--- src/rtl/rv_pkg.sv ---
// rv_pkg: shared constants and types for the RV32I decode stage.
//   - alu_op codes (0..19) consumed by the execute-stage ALU
//   - major opcodes and funct7 values recognised by the decoder
//   - dec_t: the bundle of decoded fields carried by the output register
package rv_pkg;

  localparam logic [5:0] ALU_ADD   = 6'd0;
  localparam logic [5:0] ALU_SUB   = 6'd1;
  localparam logic [5:0] ALU_XOR   = 6'd2;
  localparam logic [5:0] ALU_OR    = 6'd3;
  localparam logic [5:0] ALU_AND   = 6'd4;
  localparam logic [5:0] ALU_SLL   = 6'd5;
  localparam logic [5:0] ALU_SRL   = 6'd6;
  localparam logic [5:0] ALU_SRA   = 6'd7;
  localparam logic [5:0] ALU_SLT   = 6'd8;
  localparam logic [5:0] ALU_SLTU  = 6'd9;
  localparam logic [5:0] ALU_ADDI  = 6'd10;
  localparam logic [5:0] ALU_XORI  = 6'd11;
  localparam logic [5:0] ALU_ORI   = 6'd12;
  localparam logic [5:0] ALU_ANDI  = 6'd13;
  localparam logic [5:0] ALU_SLLI  = 6'd14;
  localparam logic [5:0] ALU_SRLI  = 6'd15;
  localparam logic [5:0] ALU_SRAI  = 6'd16;
  localparam logic [5:0] ALU_SLTI  = 6'd17;
  localparam logic [5:0] ALU_SLTIU = 6'd18;
  localparam logic [5:0] ALU_AUIPC = 6'd19;

  localparam logic [6:0] OP_R     = 7'b0110011;
  localparam logic [6:0] OP_IMM   = 7'b0010011;
  localparam logic [6:0] OP_LUI   = 7'b0110111;
  localparam logic [6:0] OP_AUIPC = 7'b0010111;

  localparam logic [6:0] F7_BASE = 7'b0000000;
  localparam logic [6:0] F7_ALT  = 7'b0100000;

  typedef struct packed {
    logic [5:0]  alu_op;
    logic [4:0]  rs1_addr;
    logic [4:0]  rs2_addr;
    logic [4:0]  rd_addr;
    logic [31:0] imm;
    logic        src2_imm;
    logic        reg_write;
    logic        illegal;
  } dec_t;

endpackage

--- src/rtl/instr_decode_if.sv ---
// instr_decode_if: handshake and decoded-field bundle of the decode stage.
//   master: upstream fetch + downstream execute side (drives in_*, flush, out_ready)
//   slave : the decode stage (drives in_ready, out_valid and all decoded fields)
interface instr_decode_if #(
  parameter int unsigned PC_W = 6
);
  logic            in_valid;
  logic            in_ready;
  logic [31:0]     in_instr;
  logic [PC_W-1:0] in_pc;
  logic            flush;
  logic            out_valid;
  logic            out_ready;
  logic [5:0]      alu_op;
  logic [4:0]      rs1_addr;
  logic [4:0]      rs2_addr;
  logic [4:0]      rd_addr;
  logic [31:0]     imm;
  logic            src2_imm;
  logic            reg_write;
  logic            illegal;
  logic [PC_W-1:0] pc_out;

  modport master (
    output in_valid, in_instr, in_pc, flush, out_ready,
    input  in_ready, out_valid, alu_op, rs1_addr, rs2_addr, rd_addr,
           imm, src2_imm, reg_write, illegal, pc_out
  );

  modport slave (
    input  in_valid, in_instr, in_pc, flush, out_ready,
    output in_ready, out_valid, alu_op, rs1_addr, rs2_addr, rd_addr,
           imm, src2_imm, reg_write, illegal, pc_out
  );
endinterface

--- src/rtl/instr_decode_comb.sv ---
// instr_decode_comb: purely combinational RV32I decode (R-type, I-type ALU,
// LUI, AUIPC) of one instruction word into the dec_t field bundle.
//   i_instr : raw 32-bit instruction
//   o_dec   : decoded fields; unsupported/malformed words give illegal=1
//             with every other field zero
module instr_decode_comb
  import rv_pkg::*;
(
  input  logic [31:0] i_instr,
  output dec_t        o_dec
);

  logic [6:0] w_opcode;
  logic [2:0] w_f3;
  logic [6:0] w_f7;
  logic       w_alt;
  logic       w_r_legal;
  logic       w_i_legal;

  assign w_opcode = i_instr[6:0];
  assign w_f3     = i_instr[14:12];
  assign w_f7     = i_instr[31:25];
  assign w_alt    = (w_f7 == F7_ALT);

  // The alternate funct7 only exists for SUB and SRA.
  assign w_r_legal = (w_f7 == F7_BASE) ||
                     (w_alt && ((w_f3 == 3'b000) || (w_f3 == 3'b101)));

  // Shift-immediates reuse instr[31:25] as funct7; other I-ops carry imm there.
  assign w_i_legal = (w_f3 == 3'b001) ? (w_f7 == F7_BASE) :
                     (w_f3 == 3'b101) ? ((w_f7 == F7_BASE) || w_alt) :
                                        1'b1;

  always_comb begin
    o_dec         = '0;
    o_dec.illegal = 1'b1;
    case (w_opcode)
      OP_R: begin
        if (w_r_legal) begin
          o_dec.illegal   = 1'b0;
          o_dec.reg_write = 1'b1;
          o_dec.rs1_addr  = i_instr[19:15];
          o_dec.rs2_addr  = i_instr[24:20];
          o_dec.rd_addr   = i_instr[11:7];
          case (w_f3)
            3'b000:  o_dec.alu_op = w_alt ? ALU_SUB : ALU_ADD;
            3'b001:  o_dec.alu_op = ALU_SLL;
            3'b010:  o_dec.alu_op = ALU_SLT;
            3'b011:  o_dec.alu_op = ALU_SLTU;
            3'b100:  o_dec.alu_op = ALU_XOR;
            3'b101:  o_dec.alu_op = w_alt ? ALU_SRA : ALU_SRL;
            3'b110:  o_dec.alu_op = ALU_OR;
            default: o_dec.alu_op = ALU_AND;
          endcase
        end
      end
      OP_IMM: begin
        if (w_i_legal) begin
          o_dec.illegal   = 1'b0;
          o_dec.reg_write = 1'b1;
          o_dec.src2_imm  = 1'b1;
          o_dec.rs1_addr  = i_instr[19:15];
          o_dec.rd_addr   = i_instr[11:7];
          o_dec.imm       = {{20{i_instr[31]}}, i_instr[31:20]};
          case (w_f3)
            3'b000:  o_dec.alu_op = ALU_ADDI;
            3'b001:  begin
              o_dec.alu_op = ALU_SLLI;
              o_dec.imm    = {27'd0, i_instr[24:20]};
            end
            3'b010:  o_dec.alu_op = ALU_SLTI;
            3'b011:  o_dec.alu_op = ALU_SLTIU;
            3'b100:  o_dec.alu_op = ALU_XORI;
            3'b101:  begin
              o_dec.alu_op = i_instr[30] ? ALU_SRAI : ALU_SRLI;
              o_dec.imm    = {27'd0, i_instr[24:20]};
            end
            3'b110:  o_dec.alu_op = ALU_ORI;
            default: o_dec.alu_op = ALU_ANDI;
          endcase
        end
      end
      // LUI is executed as x0 + upper-immediate on the ADDI path.
      OP_LUI: begin
        o_dec.illegal   = 1'b0;
        o_dec.reg_write = 1'b1;
        o_dec.src2_imm  = 1'b1;
        o_dec.alu_op    = ALU_ADDI;
        o_dec.rd_addr   = i_instr[11:7];
        o_dec.imm       = {i_instr[31:12], 12'd0};
      end
      // AUIPC passes the raw 20-bit field; the ALU does the <<12 and adds pc.
      OP_AUIPC: begin
        o_dec.illegal   = 1'b0;
        o_dec.reg_write = 1'b1;
        o_dec.src2_imm  = 1'b1;
        o_dec.alu_op    = ALU_AUIPC;
        o_dec.rd_addr   = i_instr[11:7];
        o_dec.imm       = {12'd0, i_instr[31:12]};
      end
      default: ;
    endcase
  end

endmodule

--- src/rtl/instr_decode.sv ---
// instr_decode: RV32I decode stage with a single registered output entry.
//   clock : rising-edge clock
//   reset : asynchronous active-low reset
//   io    : instr_decode_if.slave -- valid/ready input (in_*), flush,
//           valid/ready output and the decoded ALU control fields
module instr_decode
  import rv_pkg::*;
#(
  parameter int unsigned PC_W = 6
) (
  input  logic           clock,
  input  logic           reset,
  instr_decode_if.slave  io
);

  logic            r_valid;
  dec_t            r_dec;
  logic [PC_W-1:0] r_pc;
  dec_t            w_dec;
  logic            w_take;

  instr_decode_comb u_comb (
    .i_instr (io.in_instr),
    .o_dec   (w_dec)
  );

  assign io.in_ready = !r_valid || io.out_ready;
  // Flush wins: an input presented in the flush cycle is never captured.
  assign w_take      = io.in_valid && io.in_ready && !io.flush;

  always_ff @(posedge clock or negedge reset) begin
    if (!reset) begin
      r_valid <= 1'b0;
      r_dec   <= '0;
      r_pc    <= '0;
    end else if (io.flush) begin
      r_valid <= 1'b0;
    end else if (w_take) begin
      r_valid <= 1'b1;
      r_dec   <= w_dec;
      r_pc    <= io.in_pc;
    end else if (io.out_ready) begin
      r_valid <= 1'b0;
    end
  end

  assign io.out_valid = r_valid;
  assign io.alu_op    = r_dec.alu_op;
  assign io.rs1_addr  = r_dec.rs1_addr;
  assign io.rs2_addr  = r_dec.rs2_addr;
  assign io.rd_addr   = r_dec.rd_addr;
  assign io.imm       = r_dec.imm;
  assign io.src2_imm  = r_dec.src2_imm;
  assign io.reg_write = r_dec.reg_write;
  assign io.illegal   = r_dec.illegal;
  assign io.pc_out    = r_pc;

endmodule

--- src/flat_wrapper.sv ---
// flat-port wrapper written by rule: the top's interface ports become plain ports
module instr_decode_flat import rv_pkg::*;
#(
  parameter int unsigned PC_W = 6
)
  (clock, reset, io_in_valid, io_in_instr, io_in_pc, io_flush, io_out_ready, io_in_ready, io_out_valid, io_alu_op, io_rs1_addr, io_rs2_addr, io_rd_addr, io_imm, io_src2_imm, io_reg_write, io_illegal, io_pc_out);
  instr_decode_if #(.PC_W(PC_W)) io_i ();
  input  logic clock;
  input  logic reset;
  input wire logic [$bits(io_i.in_valid)-1:0] io_in_valid;
  input wire logic [$bits(io_i.in_instr)-1:0] io_in_instr;
  input wire logic [$bits(io_i.in_pc)-1:0] io_in_pc;
  input wire logic [$bits(io_i.flush)-1:0] io_flush;
  input wire logic [$bits(io_i.out_ready)-1:0] io_out_ready;
  output wire logic [$bits(io_i.in_ready)-1:0] io_in_ready;
  output wire logic [$bits(io_i.out_valid)-1:0] io_out_valid;
  output wire logic [$bits(io_i.alu_op)-1:0] io_alu_op;
  output wire logic [$bits(io_i.rs1_addr)-1:0] io_rs1_addr;
  output wire logic [$bits(io_i.rs2_addr)-1:0] io_rs2_addr;
  output wire logic [$bits(io_i.rd_addr)-1:0] io_rd_addr;
  output wire logic [$bits(io_i.imm)-1:0] io_imm;
  output wire logic [$bits(io_i.src2_imm)-1:0] io_src2_imm;
  output wire logic [$bits(io_i.reg_write)-1:0] io_reg_write;
  output wire logic [$bits(io_i.illegal)-1:0] io_illegal;
  output wire logic [$bits(io_i.pc_out)-1:0] io_pc_out;
  assign io_i.in_valid = io_in_valid;
  assign io_i.in_instr = io_in_instr;
  assign io_i.in_pc = io_in_pc;
  assign io_i.flush = io_flush;
  assign io_i.out_ready = io_out_ready;
  assign io_in_ready = io_i.in_ready;
  assign io_out_valid = io_i.out_valid;
  assign io_alu_op = io_i.alu_op;
  assign io_rs1_addr = io_i.rs1_addr;
  assign io_rs2_addr = io_i.rs2_addr;
  assign io_rd_addr = io_i.rd_addr;
  assign io_imm = io_i.imm;
  assign io_src2_imm = io_i.src2_imm;
  assign io_reg_write = io_i.reg_write;
  assign io_illegal = io_i.illegal;
  assign io_pc_out = io_i.pc_out;
  instr_decode #(.PC_W(PC_W)) u_core (.clock(clock), .reset(reset), .io(io_i));
endmodule
--- config.mk ---
export PLATFORM = sky130hd
export DESIGN_NAME = instr_decode_flat
export DESIGN_NICKNAME = d
export VERILOG_FILES = /design/src/rtl/rv_pkg.sv /design/src/rtl/instr_decode_if.sv /design/src/rtl/instr_decode_comb.sv /design/src/rtl/instr_decode.sv /design/src/flat_wrapper.sv
export SDC_FILE = /design/constraint.sdc
export NUM_CORES = 1
export LEC_CHECK = 0
export ABC_CLOCK_PERIOD_IN_PS = 1900
export BUFFER_PORTS_ARGS = -buffer_cell sky130_fd_sc_hd__buf_2
export CORE_AREA = 5 5 77 94
export DETAILED_ROUTE_END_ITERATION = 6
export DIE_AREA = 0 0 82 99
export PLACE_DENSITY_LB_ADDON = 0.05
export SYNTH_ARGS = -nofsm -noshare
export SYNTH_HDL_FRONTEND = slang
export SYNTH_SLANG_ARGS = --single-unit
--- constraint.sdc ---
create_clock -name clock -period 1.9 [get_ports clock]
set_input_delay 0.19 -clock clock [delete_from_list [all_inputs] [get_ports clock]]
set_output_delay 0.19 -clock clock [all_outputs]
set_load 0.05 [all_outputs]
Word level (Yosys, flattened, before mapping)
Cells that the tools add are included.

Bits in latches: 0. Flip-flop bits (word level): 63. Memories kept: 0. Logic and storage cells: 58. Bits of input ports: 43. Bits in writable memories: 0. Memory bits (read-only): 0.

Equal/unequal tests: 11. Reduce and logical (&&, ||, !) cells: 15. Multiply operators: 0. Bitwise operators: 1. Divide/modulo/power cells: 0. Muxes and demuxes: 21. Add/subtract/negate cells: 0. Shifts and indexed selects: 0. Order comparisons: 0.

Operator list (count): 33-bit one-hot mux with 3 select lines (1); 40-bit 2-to-1 mux (1); 5-bit one-hot mux with 7 select lines (1); 32-bit 2-to-1 mux (1); 4-bit one-hot mux with 7 select lines (1); 6-bit one-hot mux with 4 select lines (1); 7-bit by 6-bit == test with 1-bit output (second input constant) (3); 21-bit 2-to-1 mux (1); 5-bit one-hot mux with 3 select lines (1); 7-bit by 5-bit == test with 1-bit output (second input constant) (2); 11-bit 2-to-1 mux (1); 5-bit 2-to-1 mux (2); 5-bit one-hot mux with 2 select lines (1); 3-bit == test (second input constant) (3); 7-bit logical NOT (1); 1-bit 2-to-1 mux (7); 3-bit by 2-bit == test with 1-bit output (second input constant) (2); 2-bit one-hot mux with 3 select lines (1); 1-bit logical OR (4); 2-bit OR reduction (2); 3-bit by 1-bit == test with 1-bit output (second input constant) (1); 1-bit logical AND (3); 3-bit logical NOT (1); 3-bit nonzero test (1); 4 further kinds (5).

Depth between registers and ports, before layout
Word-level depth: 6. Depth in mapped cells: 8.

Cells and area by module
From an unflattened synthesis, not the netlist that was laid out.

Cell total of the unflattened synthesis: 269. Area, all modules: 3492.1 µm².

By module, submodules not included: instr_decode (instances 1, cells an instance 137, seq. area each 1576.5 µm², area an instance 2668.8 µm²); instr_decode_comb (instances 1, cells an instance 132, seq. area each 0.0 µm², area an instance 823.3 µm²).

Worst setup path after synthesis
No wires, ideal clock.

Kind: reg-to-reg. Start: register u_core.r_valid, in the netlist u_core.io.out_valid. End: register u_core.r_dec (netlist bit u_core.io.imm[23]). Buffers on the path: 3. Arrival: 1986 ps. Slack: -168 ps. Cell stages (with the launch flop): 9. Required time: 1817 ps. Library setup time: 83 ps. Cell sequence: dfrtp_1 nor2b_1 inv_1 nand2b_1 clkbuf_1 buf_2 buf_2 nand2_1 o21ai_0.

Word-level cells in the longest chain between the ends: 5.

Ends and longest elaborated chain: start: declaration (RTL line instr_decode.sv:16) `logic r_valid;`; start signal: assignment (RTL line instr_decode.sv:33) `r_valid <= 1'b0;`; start signal: assignment (RTL line instr_decode.sv:37) `r_valid <= 1'b0;`; start signal: assignment (RTL line instr_decode.sv:39) `r_valid <= 1'b1;`; 1-bit logical NOT (RTL line instr_decode.sv:27) `assign io.in_ready = !r_valid || io.out_ready;`; 1-bit logical OR (RTL line instr_decode.sv:27); via io_in_ready (RTL line flat_wrapper.sv:15) `output wire logic [$bits(io_i.in_ready)-1:0] io_in_ready;`; 1-bit logical AND (2 in series) (RTL line instr_decode.sv:29) `assign w_take = io.in_valid && io.in_ready && !io.flush;`; 2-bit AND reduction (no line); end signal: assignment (RTL line instr_decode.sv:40) `r_dec <= w_dec;`; end: declaration (RTL line instr_decode.sv:17) `dec_t r_dec;`.

The timed path passes the listed nets, and every way through them passes these cells. A chain may end at the register's enable or synchronous reset.

Worst setup path in the final report
Start: input io_flush. End: register u_core.r_dec (netlist bit u_core.io.rs2_addr[1]).

Word-level cells in the longest chain between the ends: 3.

Ends and longest elaborated chain: start: declaration (RTL line flat_wrapper.sv:13) `input wire logic [$bits(io_i.flush)-1:0] io_flush;`; 1-bit logical NOT (RTL line instr_decode.sv:29); 1-bit logical AND (RTL line instr_decode.sv:29); 2-bit AND reduction (no line) (*).

Mark *: on every way between the ends. The rest lies on a longest branch, timed or not.

==> flow_metrics.env <==
export IMPL_crit_path_max_incr_delay_ns=0.54
export IMPL_ys_ff_latch=62
export IMPL_drive_gt1_frac=0.370
export IMPL_rsz0062_at_grt="false"
export IMPL_synth_nets=343
export IMPL_synth_main_ff_cell="dfrtp_1"
export IMPL_synth_compound_area_frac=0.240
export IMPL_rr_endpoint="u_core.io.alu_op[3]"
export IMPL_end_kind="flip-flop"
export IMPL_cp_startpoint="io_flush"
export IMPL_post_dp_cell_area_mm2=0.00360
export IMPL_vias=2725
export IMPL_cts_buffers=9
export IMPL_wl_met2_mm=4.18
export IMPL_synth_top_family_by_area="compound AO/OA/AOI/OAI gates"
export IMPL_start_kind="input pin"
export IMPL_dpl_hpwl_mm=6.21
export IMPL_crit_fanout=10
export IMPL_top_layer="met4"
export IMPL_leakagePower_uw=0.00199
export IMPL_fp_dieW_um=82
export IMPL_powerDensity_mw_per_mm2=773
export IMPL_synth_area_mux_share=0.0212
export IMPL_drcViolationCount=0
export IMPL_crit_slowest_cell="dlygate4sd3_1"
export IMPL_grt_max_degree=40
export IMPL_synthXorXnorAreaFrac=0.00297
export IMPL_gp_congestion=0.840
export IMPL_finalPower_uw=2960
export IMPL_diodes=0
export IMPL_synth_area_mm2=0.00295
export IMPL_hold_viol=0
export IMPL_clk_pin_slew_ns=0.07
export IMPL_fp_dieH_um=99
export IMPL_clk_path_buf_depth=2
export IMPL_required_ns=2.17
export IMPL_hp_class="input pin to flip-flop"
export IMPL_setup_violations_final=0
export IMPL_finalSetupTns_ns=0
export IMPL_grt_util_all_layers=0.223
export IMPL_cp_arrival_ns=1.98
export IMPL_std_cell_rows=32
export IMPL_via_per_inst=5.44
export IMPL_status="completed"
export IMPL_ctsHtreeMaxLevel=3
export IMPL_slew_violations=0
export IMPL_worst_slew_margin_rel=0.610
export IMPL_min_period_ns=1.71
export IMPL_dieArea_mm2=0.00812
export IMPL_hold_slack_ns=0.0308
export IMPL_route_met3_wl_um=652
export IMPL_critical_path_cell_chain="dlygate4sd3_1 -> buf_2 -> nand2b_1 -> nor4_2 -> buf_4 -> and3_1 -> a22o_1"
export IMPL_layout_common_cells="buf_2 (105), nand2_1 (61), dfrtp_1 (61), o21ai_0 (22), a21oi_1 (22)"
export IMPL_peakVddDrop_uv=623
export IMPL_post_drt_wl_per_cell_um=17.1
export IMPL_cts_root_buf="clkbuf_8"
export IMPL_tightest_slew_ns=0.585
export IMPL_crit_path_end="u_core.io.rs2_addr[1]"
export IMPL_firstDrtPassIters=5
export IMPL_first_global_vias=2740
export IMPL_synth_edf_count=0
export IMPL_critPathKind="input pin to flip-flop"
export IMPL_seq_area_frac_synth=0.526
export IMPL_worstRegToRegCells=5
export IMPL_r2r_start="u_core.io.out_valid"
export IMPL_port_buffers=105
export IMPL_whs_path_depth=3
export IMPL_drt_iter0_drc=205
export IMPL_fin_area_mm2=0.00383
export IMPL_cts_tree="yes"
export IMPL_antenna_found_initial=0
export IMPL_finClkSkew_ns=0.00489
export IMPL_clkLatencyLatePin_ns=0.34
export IMPL_grt_overflow_total=0
export IMPL_layout_commonest_cell="buf_2"
export IMPL_syn_area_per_cell_um2=9.84
export IMPL_post_route_period_util=0.899
export IMPL_drtAntennaViolNets=0
export IMPL_maxCapViolations=0
export IMPL_wl_met1_mm=3.58
export IMPL_io_pins=107
export IMPL_start_util=0.473
export IMPL_synthSimpleGateAreaFrac=0.168
export IMPL_max_freq_mhz=586
export IMPL_async_flop_share=1.00
export IMPL_nets=454
export IMPL_area_growth_pct=29.8
export IMPL_finalWirelength_mm=8.55
export IMPL_synth_cells=300
export IMPL_synth_adder_area_share=0
export IMPL_cts_sinks=62
export IMPL_cts_resized=0
export IMPL_yosysWarnings=0
export IMPL_core_area_mm2=0.00625
export IMPL_grt_pass1_wl_mm=13.9
export IMPL_yosys_cell_types_count=45
export IMPL_reg2reg_slack_ns=0.26
-- synthesized netlist by cell type (2+ instances only) --
library cell	instances	area share
o21ai_0	22	0.037
buf_2	12	0.020
nor4_2	2	0.0085
a21o_1	2	0.0051
a22o_1	20	0.059
a21oi_1	22	0.037
and2_1	3	0.0064
a22oi_1	8	0.020
inv_1	3	0.0038
nand2b_1	5	0.011
nor2_1	8	0.010
nand2_1	61	0.078
dfrtp_1	62	0.53
mux2i_1	4	0.014
a31oi_1	2	0.0042
and3_1	2	0.0042
nor3_2	2	0.0068
o21ai_1	13	0.022
inv_2	2	0.0025
nor2b_1	4	0.0085
clkbuf_1	9	0.011
a21boi_1	2	0.0051
mux2_2	2	0.0076
a32o_1	7	0.024
-- worst max-delay path, delay by kind of cell --
kind | cells | cell delay, ns
AO/OA/AOI/OAI | 1 | 0.19
buffers and inverters | 3 | 0.87
AND/OR/NAND/NOR | 3 | 0.73
-- worst min path at each step --
| stage | from | endpoint |
|---|---|---|
| after global placement | reset | u_core.io.rs2_addr[3] |
| after floorplan | reset | u_core.io.alu_op[0] |
| final | io_in_pc[0] | u_core.io.pc_out[0] |
| after detailed placement | reset | u_core.io.rs2_addr[4] |
| after global routing | io_in_pc[0] | u_core.io.pc_out[0] |
| after CTS | io_in_pc[0] | u_core.io.pc_out[0] |
-- cell families after synthesis --
group / after synthesis
xor+xnor: 1
other cells: 1
compound gates: 106
mux: 6
buf+inv: 27
flops: 62
simple gates: 97
-- power breakdown --
part	switching (uW)	internal, uW	leakage (uW)
Combinational	299	114	0.00104
Sequential	13.4	1350	0.000847
Clock	510	677	0.0000996
Total	822	2140	0.00199
-- cell type report --
| class | instances | area [um^2] |
|---|---|---|
| fill | 590 | 2410 |
| sequential | 62 | 1550 |
| multi-input combinational | 211 | 1280 |
| timing repair buffer | 122 | 671 |
| clock buffer | 13 | 159 |
| tap | 85 | 106 |
| clock inverter | 3 | 42.5 |
| inverter | 5 | 18.8 |
-- repair_timing --
| action | 4_1_cts | 5_1_grt |
|---|---|---|
| hold endpoints to repair | 24 | 0 |
| hold buffers | 2 | 0 |
| endpoints found under the setup margin | 0 | 1 |
| setup buffers | 0 | 1 |
-- state kept, by name, indices dropped and copies added, names as in the netlist --
register and flops:
u_core.io.imm 32, u_core.io.pc_out 6, u_core.io.alu_op 5, u_core.io.rd_addr 5, u_core.io.rs1_addr 5, u_core.io.rs2_addr 5, u_core.io.illegal 1, u_core.io.out_valid 1
u_core.io.reg_write 1, u_core.io.src2_imm 1
-- through the flow --
stage,instances,utilization,setup WS [ns]
floorplan,300,-,0.0521
finish,501,0.614,0.192
CTS,500,0.612,0.162
global placement,482,0.577,0.222
detailed placement,482,0.577,0.194
global route,501,0.614,0.0514
-- metal layers --
metal	GRT usage	vias to the layer above
met1	0.297	1310
met5	0	-
met4	0.0703	0
met3	0.0603	13
met2	0.349	111
li1	-	1291
Power figures use the tool's default switching activity.
